==> src/rtl/mlp_neuron_sequencer.sv <==
// Sequences the MMU address map to evaluate N_OUT fully connected neurons over N_IN
// inputs, one MMU read per cycle, and streams each ReLU-saturated result out on valid/ready.
module mlp_neuron_sequencer #(
    parameter int N_IN  = 6,
    parameter int N_OUT = 3,
    parameter int ACC_W = 40
) (
    input  logic        i_clk,
    input  logic        i_rst,          // active-low, asynchronous
    input  logic        i_start,
    output logic        o_busy,
    output logic        o_done,
    output logic [15:0] o_mem_addr,
    output logic        o_mem_we,
    input  logic [15:0] i_mem_rdata,
    output logic        o_out_valid,
    input  logic        i_out_ready,
    output logic [15:0] o_out_data,
    output logic [7:0]  o_out_idx
);
    typedef enum logic [2:0] {
        S_IDLE, S_FETCH_B, S_LOAD_B, S_FETCH_D, S_FETCH_W, S_MAC, S_OUT, S_FIN
    } state_t;

    state_t                   r_state;
    state_t                   w_state_next;
    logic signed [ACC_W-1:0]  r_acc;
    logic [15:0]              r_x_reg;
    logic [15:0]              r_mem_addr;
    logic [7:0]               r_o_cnt;
    logic [7:0]               r_i_cnt;
    logic                     w_i_last;
    logic                     w_o_last;
    logic                     w_accept;
    logic signed [31:0]       w_prod;
    logic [15:0]              w_mem_addr;
    logic [15:0]              w_out_data;

    assign w_i_last = (r_i_cnt == 8'(N_IN - 1));
    assign w_o_last = (r_o_cnt == 8'(N_OUT - 1));
    assign w_accept = (r_state == S_OUT) && i_out_ready;
    assign w_prod   = $signed(r_x_reg) * $signed(i_mem_rdata);

    always_ff @(posedge i_clk or negedge i_rst) begin
        if (!i_rst) r_state <= S_IDLE;
        else        r_state <= w_state_next;
    end

    always_comb begin
        w_state_next = r_state;
        case (r_state)
            S_IDLE:    if (i_start) w_state_next = S_FETCH_B;
            S_FETCH_B: w_state_next = S_LOAD_B;
            S_LOAD_B:  w_state_next = S_FETCH_D;
            S_FETCH_D: w_state_next = S_FETCH_W;
            S_FETCH_W: w_state_next = S_MAC;
            S_MAC:     w_state_next = w_i_last ? S_OUT : S_FETCH_D;
            S_OUT:     if (w_accept) w_state_next = w_o_last ? S_FIN : S_FETCH_B;
            S_FIN:     w_state_next = S_IDLE;
            default:   w_state_next = S_IDLE;
        endcase
    end

    // The MMU samples the address on the edge that leaves a FETCH state, so the
    // address is decoded from the current state and held in the register otherwise.
    always_comb begin
        o_busy      = (r_state != S_IDLE);
        o_done      = (r_state == S_FIN);
        o_out_valid = (r_state == S_OUT);
        o_mem_we    = 1'b0;
        w_mem_addr  = r_mem_addr;
        case (r_state)
            S_FETCH_B: w_mem_addr = 16'h0200 + 16'(r_o_cnt);
            S_FETCH_D: w_mem_addr = 16'(r_i_cnt);
            S_FETCH_W: w_mem_addr = 16'h0100 + 16'(r_o_cnt) * 16'(N_IN) + 16'(r_i_cnt);
            default:   ;
        endcase
    end

    assign o_mem_addr = w_mem_addr;

    always_comb begin
        if (r_acc[ACC_W-1])         w_out_data = 16'h0000;
        else if (|r_acc[ACC_W-2:15]) w_out_data = 16'h7FFF;
        else                        w_out_data = r_acc[15:0];
    end

    assign o_out_data = w_out_data;
    assign o_out_idx  = r_o_cnt;

    always_ff @(posedge i_clk or negedge i_rst) begin
        if (!i_rst) begin
            r_acc      <= '0;
            r_x_reg    <= '0;
            r_o_cnt    <= '0;
            r_i_cnt    <= '0;
            r_mem_addr <= '0;
        end else begin
            r_mem_addr <= w_mem_addr;
            case (r_state)
                S_IDLE: if (i_start) r_o_cnt <= '0;
                S_LOAD_B: begin
                    r_acc   <= {{(ACC_W-16){i_mem_rdata[15]}}, i_mem_rdata};
                    r_i_cnt <= '0;
                end
                S_FETCH_W: r_x_reg <= i_mem_rdata;
                S_MAC: begin
                    r_acc <= r_acc + {{(ACC_W-32){w_prod[31]}}, w_prod};
                    if (!w_i_last) r_i_cnt <= r_i_cnt + 8'd1;
                end
                S_OUT: if (w_accept && !w_o_last) r_o_cnt <= r_o_cnt + 8'd1;
                default: ;
            endcase
        end
    end
endmodule

==> config.mk <==
export PLATFORM = sky130hd
export DESIGN_NAME = mlp_neuron_sequencer
export DESIGN_NICKNAME = d
export VERILOG_FILES = /design/src/rtl/mlp_neuron_sequencer.sv
export SDC_FILE = /design/constraint.sdc
export NUM_CORES = 1
export LEC_CHECK = 0
export ABC_AREA = 1
export CORE_MARGIN = 2
export CORE_UTILIZATION = 50
export CTS_CLUSTER_DIAMETER = 200
export DETAILED_ROUTE_END_ITERATION = 8
export PLACE_DENSITY = 0.67
export SLEW_MARGIN = 10
export SYNTH_ARGS = -nofsm -noshare
export SYNTH_HDL_FRONTEND = slang
export SYNTH_SLANG_ARGS = --single-unit
==> constraint.sdc <==
create_clock -name i_clk -period 22.8 [get_ports i_clk]
set_clock_uncertainty 0.15 [all_clocks]
set_input_delay 4.56 -clock i_clk [delete_from_list [all_inputs] [get_ports i_clk]]
set_output_delay 4.56 -clock i_clk [all_outputs]
set_load 0.005 [all_outputs]
==> flow_summary.yaml <==
critical_path:
  cp_slowest_cell: "clkdlybuf4s50_1"
  worstSetupPathType: "in2reg"
  reg2reg_depth: 28
  crit_top_cell: "fa_1"
  required_ns: 22.85
  crit_family: "adder cells"
  worstPathArrival_ns: 12.77
  worst-path-max-fanout: 17
  cp_num_buf_inv: 6
  reg2reg_to: "r_acc[33]"
  endpoint_kind: "flip-flop"
  cp-start-kind: "primary input"
  regToRegStartpoint: "r_x_reg[15]"
  ff2ff_setup_slack_ns: 14.55
  cp_num_cells: 29
  critPathMaxStageDelay_ns: 1.09
  crit_end: "r_acc[33]"
  cp-startpoint: "i_mem_rdata[2]"
synth:
  synth_seq_cells: 91
  synth_seq_area_share_pct: 12.5
  ys_async_sr_fraction_pct: 100
  synthCells: 2526
  yosys_warnings: 0
  yosysUniqueCellTypes: 53
  syn_area_um2: 18200
  avgSynthCellArea_um2: 7.22
  synth_edf_count: 0
  ys.flop_type: "dfrtp_1"
layout:
  fillers: 3511
  largest_reg_flops: 40
  final_common_cell: "nand2_1"
  final_cell_count_no_fill: 2990
  most-common-layout-cells: "644 x nand2_1, 631 x inv_1, 265 x fa_1"
  drive_gt1_share_pct: 3.32
  final_core_util_pct: 54.5
  syn_to_final_growth_pct: 6.77
  n_antenna_cell: 0
  nets: 2954
sta:
  fin_crit_ns: 12.72
  relSlewSlack_pct: 30.6
  fmaxAchievable_ghz: 0.0786
  finalHoldViolations: 0
  setup_viol: 0
  final_max_slew_viol_count: 0
  tightestPinTransition_ns: 1.04
  rsz0062_at_grt: "no"
  tns_ns: 0
  post-route-period-util_pct: 55.8
clocking:
  post_cts_buffers: 0
  htreeDepth: 3
  hold_buffers: 0
  clock_path_buffers: 2
  clk_pin_slew_ns: 0.07
  clkLatencyLatePin_ns: 0.37
  root_buffer: "clkbuf_16"
  cts_buffers: 9
  cts_tree: "built"
  cts.sinks: 91
  cts-resized-gates: 0
route:
  via_count: 15800
  vias_per_cell: 5.29
  wire_per_inst_um: 16.9
  finalWirelength_um: 50700
  firstDrtPassIters: 6
  route.detailed.drc: 0
  antenna_left: 0
  drt-initial-drc-count: 1079
die:
  placeableCoreArea_um2: 35700
  dieHeight_um: 195
  die_area_um2: 38000
  start_util_pct: 51.0
  num_rows: 69
  ios: 64
  die_x_um: 195
global_routing:
  gr-total-overflow: 0
  grt_pass1_wl_um: 85400
  grt_pass1_vias: 16400
  globalRouteTotalUtil_pct: 28.3
  grt_max_degree: 57
  antenna_found_initial: 1
job:
  maxCapViolCount: 0
place:
  placedCellCount: 2974
  gp_congestion: 0.967
  port_buffers: 61
  place_hpwl_um: 41800
status:
  status: "complete, no violations"
hold_path:
  hold_path_class: "reg2reg"
==> Yosys cell counts (13+ instances only) <==
master    instances  area, µm²
nand4_1          19        119
nand2_1         644       2420
nor3_1           21        105
nor2_1          158        593
a21oi_1          95        475
ha_1            145       1810
inv_1           631       2370
a21o_1           14        105
xor2_1           24        210
clkbuf_1         72        270
fa_1            265       5310
dfrtp_1          91       2280
o21ai_1          16       80.1
o211ai_1         15        113
o21ai_0          83        415
nand3_1          91        455
xnor2_1          13        114
a31oi_1          13       81.3
==> cell families after synthesis <==
family / share of synthesized area [%]
simple gates: 22.5
buf+inv: 15.1
fa+ha+maj: 39.0
compound gates: 9.13
flops: 12.5
xor+xnor: 1.78
other cells: 0.0206
==> worst min path at each step <==
stage,from,end,slack (ns),cells past startpoint
after floorplan,r_mem_addr[1],r_mem_addr[1],0.32,2
after global placement,r_mem_addr[14],r_mem_addr[14],0.32,2
after detailed placement,r_mem_addr[14],r_mem_addr[14],0.33,2
after CTS,r_mem_addr[14],r_mem_addr[14],0.34,2
after global routing,r_mem_addr[13],r_mem_addr[13],0.37,2
final,r_mem_addr[14],r_mem_addr[14],0.34,2
==> worst min-delay path, stage by stage, from the launching register on <==
cell	delay (ns)
dfrtp_1	0.36
inv_1	0.05
nor2_1	0.04
==> per-layer routing <==
| metal | track usage (%) | routed length (µm) | up-vias |
|---|---|---|---|
| met4 | 7.80 | 1240 | 2 |
| met2 | 48.7 | 24500 | 479 |
| li1 | - | - | 7568 |
| met3 | 3.14 | 2860 | 90 |
| met1 | 37.9 | 22000 | 7688 |
| met5 | 0 | 13 | - |
==> metrics by stage <==
stage | hold slack [ns] | worst slack (ns) | cell area (µm²)
2_1_floorplan | 0.322 | 11.52 | 18200
3_3_place_gp | 0.323 | 9.97 | 19100
3_5_place_dp | 0.327 | 9.82 | 19100
4_1_cts | 0.338 | 10.15 | 19500
5_1_grt | 0.366 | 9.59 | 19500
6_report | 0.338 | 10.08 | 19500
==> area by class of cell <==
class / count / area (µm²) / area share, %
well taps: 461 / 577 / 2.96
inverters: 641 / 2410 / 12.4
flip-flops and latches: 91 / 2280 / 11.7
repair buffers: 68 / 661 / 3.39
multi-input cells: 1713 / 13200 / 67.9
clock inverters: 6 / 93.8 / 0.482
clock buffers: 10 / 239 / 1.23
Power is left out: the tool's default activity adds up to more than one toggle a clock period on the data nets, which glitch-free logic cannot reach.
